`config.mk`:
```
export PLATFORM = sky130hd
export DESIGN_NAME = stepper_drive_ctrl_flat
export DESIGN_NICKNAME = d
export VERILOG_FILES = /design/src/rtl/stepper_drive_ctrl_if.sv /design/src/rtl/stepper_drive_ctrl.sv /design/src/flat_wrapper.sv
export SDC_FILE = /design/constraint.sdc
export NUM_CORES = 1
export LEC_CHECK = 0
export BUFFER_PORTS_ARGS = -buffer_cell sky130_fd_sc_hd__buf_2
export CAP_MARGIN = 20
export CORE_MARGIN = 8
export CORE_UTILIZATION = 30
export DETAILED_ROUTE_END_ITERATION = 10
export PLACE_DENSITY = 0.46
export SLEW_MARGIN = 5
export SYNTH_ARGS = -nofsm -noshare
export SYNTH_HDL_FRONTEND = slang
export SYNTH_SLANG_ARGS = --single-unit
```
`constraint.sdc`:
```
create_clock -name clk -period 3.5 [get_ports clk]
set_input_delay 0.175 -clock clk [delete_from_list [all_inputs] [get_ports clk]]
set_output_delay 0.175 -clock clk [all_outputs]
set_load 0.02 [all_outputs]
```
`src/rtl/stepper_drive_ctrl_if.sv`:
```
// stepper_drive_ctrl_if: valid/ready move-command port of the stepper driver
interface stepper_drive_ctrl_if #(
  parameter int CNT_W = 16,
  parameter int DIV_W = 16
);
  logic             cmd_valid;
  logic             cmd_ready;
  logic [1:0]       cmd_dir;
  logic [CNT_W-1:0] cmd_steps;
  logic             half_step;
  logic [DIV_W-1:0] step_div;
  modport master (output cmd_valid, cmd_dir, cmd_steps, half_step, step_div, input cmd_ready);
  modport slave (input cmd_valid, cmd_dir, cmd_steps, half_step, step_div, output cmd_ready);
endinterface

```
`src/rtl/stepper_drive_ctrl.sv`:
```
// stepper_drive_ctrl: counted-move 4-coil stepper driver with abort, position and coil release
module stepper_drive_ctrl #(
  parameter int CNT_W       = 16,
  parameter int DIV_W       = 16,
  parameter int POS_W       = 24,
  parameter int HOLD_CYCLES = 1000
) (
  input  logic                 clk,
  input  logic                 rst_n,
  stepper_drive_ctrl_if.slave  cmd,
  input  logic                 abort,
  output logic [3:0]           q,
  output logic                 step_tick,
  output logic                 busy,
  output logic                 done,
  output logic [POS_W-1:0]     position
);
  typedef enum logic {IDLE, RUN} state_t;
  localparam logic [31:0] HOLD = 32'(HOLD_CYCLES);
  localparam logic [3:0] PHASE [8] = '{4'h3, 4'h1, 4'h9, 4'h8, 4'hC, 4'h4, 4'h6, 4'h2};
  state_t           state, state_nx;
  logic [2:0]       idx, idx_nx, delta;
  logic [POS_W-1:0] pos_nx;
  logic [DIV_W-1:0] div_cnt, div_lat;
  logic [CNT_W-1:0] rem;
  logic [31:0]      idle_cnt;
  logic             dir_up, half_lat, released;
  logic             accept, motion, do_step, last, done_nx;
  always_comb begin
    accept   = state == IDLE && cmd.cmd_valid;
    motion   = (cmd.cmd_dir == 2'b01 || cmd.cmd_dir == 2'b10) && cmd.cmd_steps != '0;
    do_step  = state == RUN && !abort && div_cnt == '0;
    last     = do_step && rem == CNT_W'(1);
    state_nx = state == IDLE ? (accept && motion ? RUN : IDLE) : (abort || last ? IDLE : RUN);
    done_nx  = (accept && !motion) || (state == RUN && (abort || last));
    // full-step from an odd index moves one half-step to land back on the even phases
    delta    = half_lat || idx[0] ? 3'd1 : 3'd2;
    idx_nx   = dir_up ? idx + delta : idx - delta;
    pos_nx   = dir_up ? position + POS_W'(delta) : position - POS_W'(delta);
  end
  assign q             = released ? 4'h0 : PHASE[idx];
  assign busy          = state == RUN;
  assign cmd.cmd_ready = state == IDLE;
  always_ff @(posedge clk or negedge rst_n) begin
    if (!rst_n) begin
      state     <= IDLE;
      idx       <= '0;
      position  <= '0;
      div_cnt   <= '0;
      div_lat   <= '0;
      rem       <= '0;
      idle_cnt  <= '0;
      dir_up    <= 1'b0;
      half_lat  <= 1'b0;
      released  <= 1'b0;
      step_tick <= 1'b0;
      done      <= 1'b0;
    end else begin
      state     <= state_nx;
      done      <= done_nx;
      step_tick <= do_step;
      if (accept) begin
        dir_up   <= cmd.cmd_dir == 2'b01;
        rem      <= cmd.cmd_steps;
        half_lat <= cmd.half_step;
        div_lat  <= cmd.step_div;
        div_cnt  <= cmd.step_div;
        idle_cnt <= '0;
      end else if (state == IDLE && idle_cnt != HOLD) begin
        idle_cnt <= idle_cnt + 32'd1;
      end
      if (state == IDLE && !accept && HOLD != 32'd0 && idle_cnt == HOLD - 32'd1)
        released <= 1'b1;
      if (state == RUN)
        div_cnt <= div_cnt == '0 ? div_lat : div_cnt - DIV_W'(1);
      if (do_step) begin
        idx      <= idx_nx;
        position <= pos_nx;
        rem      <= rem - CNT_W'(1);
        released <= 1'b0;
      end
    end
  end
endmodule

```
`src/flat_wrapper.sv`:
```
// flat-port wrapper written by rule: the top's interface ports become plain ports
module stepper_drive_ctrl_flat 
#(
  parameter int CNT_W       = 16,
  parameter int DIV_W       = 16,
  parameter int POS_W       = 24,
  parameter int HOLD_CYCLES = 1000
)
  (clk, rst_n, abort, q, step_tick, busy, done, position, cmd_cmd_valid, cmd_cmd_dir, cmd_cmd_steps, cmd_half_step, cmd_step_div, cmd_cmd_ready);
  stepper_drive_ctrl_if #(.CNT_W(CNT_W), .DIV_W(DIV_W)) cmd_i ();
  input  logic clk;
  input  logic rst_n;
  input  logic abort;
  output logic [3:0] q;
  output logic step_tick;
  output logic busy;
  output logic done;
  output logic [POS_W-1:0] position;
  input wire logic [$bits(cmd_i.cmd_valid)-1:0] cmd_cmd_valid;
  input wire logic [$bits(cmd_i.cmd_dir)-1:0] cmd_cmd_dir;
  input wire logic [$bits(cmd_i.cmd_steps)-1:0] cmd_cmd_steps;
  input wire logic [$bits(cmd_i.half_step)-1:0] cmd_half_step;
  input wire logic [$bits(cmd_i.step_div)-1:0] cmd_step_div;
  output wire logic [$bits(cmd_i.cmd_ready)-1:0] cmd_cmd_ready;
  assign cmd_i.cmd_valid = cmd_cmd_valid;
  assign cmd_i.cmd_dir = cmd_cmd_dir;
  assign cmd_i.cmd_steps = cmd_cmd_steps;
  assign cmd_i.half_step = cmd_half_step;
  assign cmd_i.step_div = cmd_step_div;
  assign cmd_cmd_ready = cmd_i.cmd_ready;
  stepper_drive_ctrl #(.CNT_W(CNT_W), .DIV_W(DIV_W), .POS_W(POS_W), .HOLD_CYCLES(HOLD_CYCLES)) u_core (.clk(clk), .rst_n(rst_n), .cmd(cmd_i), .abort(abort), .q(q), .step_tick(step_tick), .busy(busy), .done(done), .position(position));
endmodule
```
==> results of run 1 <==
==> metrics by stage <==
stage               cell area (um2)  setup slack, ns  utilization
floorplan                      6833           0.7269            -
global placement               7531           0.3806       0.3347
CTS                            8293           0.3277       0.3685
global route                   8293           0.1031       0.3685
detailed placement             7531           0.3523       0.3347
finish                         8293           0.3289       0.3685
==> area by class of cell <==
cell class | count | area, um2
Fill cell | 2316 | 14210
Multi-Input combinational cell | 614 | 3762
Clock inverter | 15 | 136.4
Inverter | 27 | 106.4
Timing Repair Buffer | 105 | 678.2
Clock buffer | 17 | 425.4
Tap cell | 285 | 356.6
Sequential cell | 113 | 2828
==> state kept, by name (all words and copies together) (netlist names), 3 cells and up <==
signal,cells
u_core.idx,3
u_core.rem,16
u_core.div_lat,16
u_core.div_cnt,16
u_core.position,24
u_core.idle_cnt,32
==> cell usage after synthesis, types with 2 or more instances <==
cell | n | area (um2)
nand2_1 | 140 | 525.5
dfrtp_1 | 113 | 2828
nor2_1 | 66 | 247.7
o21ai_0 | 52 | 260.3
a21oi_1 | 41 | 205.2
clkbuf_1 | 31 | 116.4
ha_1 | 30 | 375.4
xnor2_1 | 27 | 236.5
inv_1 | 26 | 97.59
nand3_1 | 26 | 130.1
xor2_1 | 25 | 219.0
nor3_1 | 24 | 120.1
o211ai_1 | 20 | 150.1
mux2i_1 | 17 | 170.2
nor4_1 | 15 | 93.84
or3_1 | 15 | 93.84
nand4_1 | 14 | 87.58
a21o_1 | 13 | 97.59
and3_1 | 7 | 43.79
a211oi_1 | 5 | 37.54
nor2b_1 | 5 | 31.28
a221o_1 | 4 | 40.04
a311oi_1 | 4 | 35.03
a31oi_1 | 4 | 25.02
o311ai_0 | 4 | 35.03
or2_2 | 4 | 25.02
or4_1 | 4 | 30.03
buf_1 | 3 | 11.26
nand2b_1 | 3 | 18.77
nand3b_1 | 3 | 22.52
o2111ai_1 | 3 | 26.28
o21bai_1 | 3 | 22.52
o22ai_1 | 3 | 18.77
o31ai_1 | 3 | 22.52
and2_1 | 2 | 12.51
fa_1 | 2 | 40.04
o211a_1 | 2 | 20.02
o21a_1 | 2 | 15.01
or4_4 | 2 | 22.52
==> kinds of logic after synthesis <==
family | Yosys count | synth area share
AND/OR/NAND/NOR | 335 | 0.2280
adder cells (fa/ha/maj) | 32 | 0.06079
buffers and inverters | 64 | 0.03735
flip-flops | 113 | 0.4138
XOR/XNOR | 52 | 0.06665
AO/OA/AOI/OAI | 178 | 0.1685
multiplexers | 17 | 0.02490
==> layer usage <==
metal / wire length, um / global-route usage / up-vias
li1: - / - / 3007
met1: 9097 / 0.1787 / 2755
met2: 8270 / 0.2148 / 81
met3: 600 / 0.02908 / 15
met4: 197 / 0.04426 / 0
met5: 0 / 0 / -
==> power by group through the flow <==
stage          clock network (mW)  registers, mW  logic, mW
2_1_floorplan                   0           1.59      0.567
3_3_place_gp                    0           1.63      0.785
3_5_place_dp                    0           1.63      0.783
4_1_cts                      1.73           1.61      0.804
5_1_grt                      1.77           1.63      0.906
6_report                     1.67           1.61      0.793
==> what timing repair did <==
item	in CTS	in global routing
buffers inserted	0	0
hold buffers	20	0
gates resized for setup	0	0
endpoints found under the hold margin	73	0
==> worst max path at each step <==
stage	start	endpoint	slack, ns	depth (start not counted)
3_3_place_gp	u_core.idx[0]	u_core.position[20]	0.38	10
5_1_grt	u_core.idx[0]	u_core.position[20]	0.10	10
2_1_floorplan	u_core.idx[0]	u_core.position[20]	0.73	10
3_5_place_dp	u_core.idx[0]	u_core.position[20]	0.35	10
6_report	u_core.idx[0]	u_core.position[20]	0.33	10
4_1_cts	u_core.idx[0]	u_core.position[20]	0.33	10
==> flow_metrics.py, run 1 <==
metrics = {
    "run_status": {
        "status": "finished, final reports clean",
    },
    "logic_synthesis": {
        "syn_area_per_cell_um2": 8.638,
        "synth-main-ff-cell": "dfrtp_1",
        "syn_area_mm2": 0.006833,
        "synth.distinct_cells": 63,
        "synth_edf_count": 0,
        "ys_seq_elements": 113,
        "ys_warn_count": 0,
        "postSynthCellCount": 791,
        "synthArstFlopShare": 1.000,
        "ys_seq_area_frac": 0.4138,
        "syn_nets": 862,
    },
    "critical_path": {
        "cp_cell_sequence": "or2_2, ha_1, fa_1, a21o_1, a21o_1, a21oi_1, o41ai_1, a311oi_1, and4b_1, nor3_1",
        "timing.critical_path.mode_cell": "a21o_1",
        "cp_slowest_stage_delay_ns": 0.57,
        "end_kind": "flop",
        "r2r-start": "u_core.idx[0]",
        "regToRegSetupSlack_ns": 0.33,
        "start_kind": "flop",
        "cp.arrival_ns": 3.47,
        "worstRegToRegCells": 10,
        "rr_endpoint": "u_core.position[20]",
        "critical_path.max_fanout": 7,
        "crit_type": "reg2reg",
        "cp_data_required_time_ns": 3.80,
        "critPathTopFamily": "compound AO/OA/AOI/OAI gates",
        "cp_slowest_cell": "a311oi_1",
        "critical_path_buf_inv_count": 0,
    },
    "global_routing": {
        "grtUsageTotal": 0.1349,
        "grt-ovfl-total": 0,
        "antenna_found_initial": 0,
        "grt_pass1_wl_um": 30790,
        "grt_pass1_vias": 5960,
        "grt_max_degree": 60,
    },
    "cells_and_area": {
        "fin_cells": 1176,
        "drive_above_1_share": 0.1448,
        "final_common_cell": "nand2_1",
        "area_growth_pct": 21.37,
        "n_antenna_cell": 0,
        "layout_common_cells": "nand2_1 (140), dfrtp_1 (113), buf_2 (69)",
        "nNetsFinal": 949,
    },
    "timing": {
        "fmax_mhz": 315.3,
        "drv_slew": 0,
        "tightest_slew_ns": 0.7891,
        "whs_ns": 0.02366,
        "hold_viol_final": 0,
        "relSlewSlack": 0.4691,
        "setup_tns_ns": 0,
        "setup_violations": 0,
        "finClkSkew_ns": 0.01158,
        "rsz0062_at_grt": "false",
        "finalCriticalPeriod_ns": 3.171,
        "post-route-period-util": 0.9060,
    },
    "placed_design": {
        "hpwl_um": 12820,
        "place.gp.congestion": 0.7415,
        "dp_cells": 1124,
        "io_buffers": 70,
    },
    "power": {
        "power.internal_mw": 2.770,
        "comb_power_share": 0.195,
        "peakVddDrop_mv": 0.2967,
        "seq_power_share": 0.395,
        "p_switching_mw": 1.300,
        "power_mw": 4.071,
        "power_density_mw_per_mm2": 490.9,
        "clockPowerShare": 0.410,
        "leakage_nw": 3.884,
        "switching_share": 0.3194,
    },
    "cts": {
        "cts_buffers": 17,
        "clockRootBuffer": "clkbuf_16",
        "path_clk_slew_ns": 0.06,
        "clock_sinks": 113,
        "clock_latency_ns": 0.42,
        "cts_tree": "built",
        "h-tree-depth": 4,
        "clk_path_buf_depth": 2,
    },
    "routing": {
        "vias": 5858,
        "routedWlPerCell_um": 15.45,
        "drc": 0,
        "drt_first_iter_violations": 379,
        "first_pass_iters": 4,
        "viasPerCell": 4.981,
        "ant_nets": 0,
        "wl_um": 18170,
    },
    "die": {
        "fp-row-count": 55,
        "pin_count": 71,
        "die_y_um": 166.9,
        "initial_core_util": 0.3036,
        "core_mm2": 0.02250,
        "die_w_um": 166.9,
        "dieArea_mm2": 0.02786,
    },
    "worst_hold_path": {
        "hp-start": "cmd_cmd_steps[9]",
        "holdPathEnd": "u_core.rem[9]",
        "hp-class": "in2reg",
        "hold_depth": 2,
    },
    "run": {
        "drv_cap": 0,
    },
}
(Power assumes the default switching activity.)
==> run 2, diff against run 1 <==
--- a/config.mk
+++ b/config.mk
@@ -8,9 +8,10 @@
 export BUFFER_PORTS_ARGS = -buffer_cell sky130_fd_sc_hd__buf_2
 export CAP_MARGIN = 20
 export CORE_MARGIN = 8
-export CORE_UTILIZATION = 30
+export CORE_UTILIZATION = 40
 export DETAILED_ROUTE_END_ITERATION = 10
-export PLACE_DENSITY = 0.46
+export PLACE_DENSITY = 0.58
+export RECOVER_POWER = 100
 export SLEW_MARGIN = 5
 export SYNTH_ARGS = -nofsm -noshare
 export SYNTH_HDL_FRONTEND = slang
==> flow_metrics.py, run 2 (synthesis results as in run 1) <==
metrics = {
    "critical_path": {
        "end_kind": "flop",
        "worstRegToRegCells": 8,
        "cp.arrival_ns": 3.55,
        "crit_type": "reg2reg",
        "cp_slowest_stage_delay_ns": 0.61,
        "cp_data_required_time_ns": 3.79,
        "critPathLaunch": "u_core.div_cnt[7]",
        "r2r-start": "u_core.div_cnt[7]",
        "critical_path.max_fanout": 9,
        "rr_endpoint": "u_core.rem[13]",
        "start_kind": "flop",
        "cp_cell_sequence": "or4_1, or4_1, or3_1, clkinvlp_2, nand3_4, or3_1, a31oi_1, o31ai_1",
        "regToRegSetupSlack_ns": 0.24,
        "critical_path_buf_inv_count": 1,
        "critPathTopFamily": "simple AND/OR/NAND/NOR gates",
        "cp_slowest_cell": "or3_1",
    },
    "die": {
        "core_mm2": 0.01664,
        "fp-row-count": 47,
        "pin_count": 71,
        "initial_core_util": 0.4106,
        "die_w_um": 146.7,
        "die_y_um": 146.7,
        "dieArea_mm2": 0.02152,
    },
    "cells_and_area": {
        "largest_register": "u_core.idle_cnt",
        "nNetsFinal": 950,
        "seq_area_mm2": 0.002828,
        "fill_cells": 1600,
        "drive_above_1_share": 0.09989,
        "final_cell_area_mm2": 0.008238,
        "area_growth_pct": 20.56,
        "multi_input_area_mm2": 0.003742,
        "n_antenna_cell": 0,
        "final_common_cell": "nand2_1",
        "largest_register_ffs": 32,
        "postLayoutCoreUtil": 0.4950,
        "layout_common_cells": "nand2_1 (140), dfrtp_1 (113), nor2_1 (66)",
        "reg.largest.list": "u_core.idle_cnt: 32 flops, u_core.position: 24 flops",
    },
    "worst_hold_path": {
        "holdPathEnd": "u_core.rem[9]",
        "hold_depth": 2,
        "hp-class": "in2reg",
        "hp-start": "cmd_cmd_steps[9]",
    },
    "power": {
        "seq_power_share": 0.375,
        "power_density_mw_per_mm2": 519.4,
        "clockPowerShare": 0.439,
        "leakage_nw": 3.783,
        "power_mw": 4.279,
        "switching_share": 0.2830,
        "peakVddDrop_mv": 0.3562,
        "power.internal_mw": 3.068,
        "comb_power_share": 0.186,
        "p_switching_mw": 1.211,
    },
    "timing": {
        "rsz0062_at_grt": "false",
        "setup_tns_ns": 0,
        "post-route-period-util": 0.9308,
        "fmax_mhz": 307.0,
        "relSlewSlack": -0.3109,
        "drv_slew": 121,
        "setup_ws_ns": 0.2424,
        "finalCriticalPeriod_ns": 3.258,
        "setup_violations": 0,
        "finClkSkew_ns": 0.01028,
        "tightest_slew_ns": 1.962,
        "hold_viol_final": 0,
    },
    "routing": {
        "routedWlPerCell_um": 15.24,
        "drt_first_iter_violations": 347,
        "drc": 0,
        "vias": 5952,
        "ant_nets": 0,
        "first_pass_iters": 5,
        "wl_um": 16940,
        "viasPerCell": 5.357,
    },
    "cts": {
        "h-tree-depth": 4,
        "clockRootBuffer": "clkbuf_16",
        "clock_sinks": 113,
        "ctsResizeCount": 0,
        "clock_latency_ns": 0.42,
        "cts_buffers": 17,
        "clk_path_buf_depth": 2,
        "cts_tree": "built",
        "path_clk_slew_ns": 0.05,
    },
    "run_status": {
        "violations": "max-capacitance violations, max-slew violations",
        "status": "complete, but fails checks",
    },
    "global_routing": {
        "antenna_found_initial": 0,
        "grt-ovfl-total": 0,
        "grt_max_degree": 65,
        "grt_pass1_vias": 5948,
        "grt_pass1_wl_um": 29170,
        "grtUsageTotal": 0.1637,
    },
    "placed_design": {
        "placed_area_mm2": 0.007447,
        "hpwl_um": 11650,
        "io_buffers": 70,
        "dp_slack_ns": 0.3893,
        "place.gp.congestion": 0.8038,
    },
    "run": {
        "drv_cap": 3,
    },
}
-- run 2: repair_timing --
action	4_1_cts	5_1_grt
hold buffers	23	0
hold endpoints to repair	71	0
buffers inserted	0	0
-- run 2: metal layers --
metal  track usage  up-vias  share of wire
met1        0.2172     2795           0.49
met5             0        -              0
met3       0.03686       19          0.039
met4       0.05976        0          0.015
li1              -     3004              -
met2        0.2560      134           0.46
-- run 2: worst max path at each step --
stage,cells after the start,slack (ns),endpoint
6_report,8,0.24,u_core.rem[13]
5_1_grt,10,0.1,u_core.position[20]
4_1_cts,10,0.32,u_core.position[20]
3_5_place_dp,10,0.39,u_core.position[20]
3_3_place_gp,10,0.43,u_core.position[20]
2_1_floorplan,10,0.73,u_core.position[20]
-- run 2: cell type report --
| type | instances | share of cell area |
|---|---|---|
| clock buffer | 22 | 0.05999 |
| clock inverter | 9 | 0.01853 |
| inverter | 27 | 0.01245 |
| multi-input combinational | 614 | 0.4543 |
| sequential | 113 | 0.3433 |
| tap | 220 | 0.03341 |
| timing repair buffer | 106 | 0.07807 |
-- run 2: worst register-to-register path, stage by stage (launching register included) --
cell and delay [ns]:
dfrtp_1 0.42, or4_1 0.59, or4_1 0.50, or3_1 0.61, clkinvlp_2 0.26, nand3_4 0.11
or3_1 0.36, a31oi_1 0.19, o31ai_1 0.09
-- run 2: power groups by stage --
stage / registers (mW) / logic, mW / clock network (mW)
after global routing: 1.63 / 0.912 / 1.98
final: 1.60 / 0.795 / 1.88
after detailed placement: 1.62 / 0.786 / 0
after floorplan: 1.59 / 0.567 / 0
after global placement: 1.62 / 0.785 / 0
after CTS: 1.60 / 0.813 / 1.92
-- run 2: per-stage QoR --
step                      std cells  hold slack, ns
after global routing           1111         0.01550
after global placement         1057          0.2609
final                          1111         0.02051
after floorplan                 791         -0.1206
after CTS                      1111        0.004939
after detailed placement       1057          0.2620
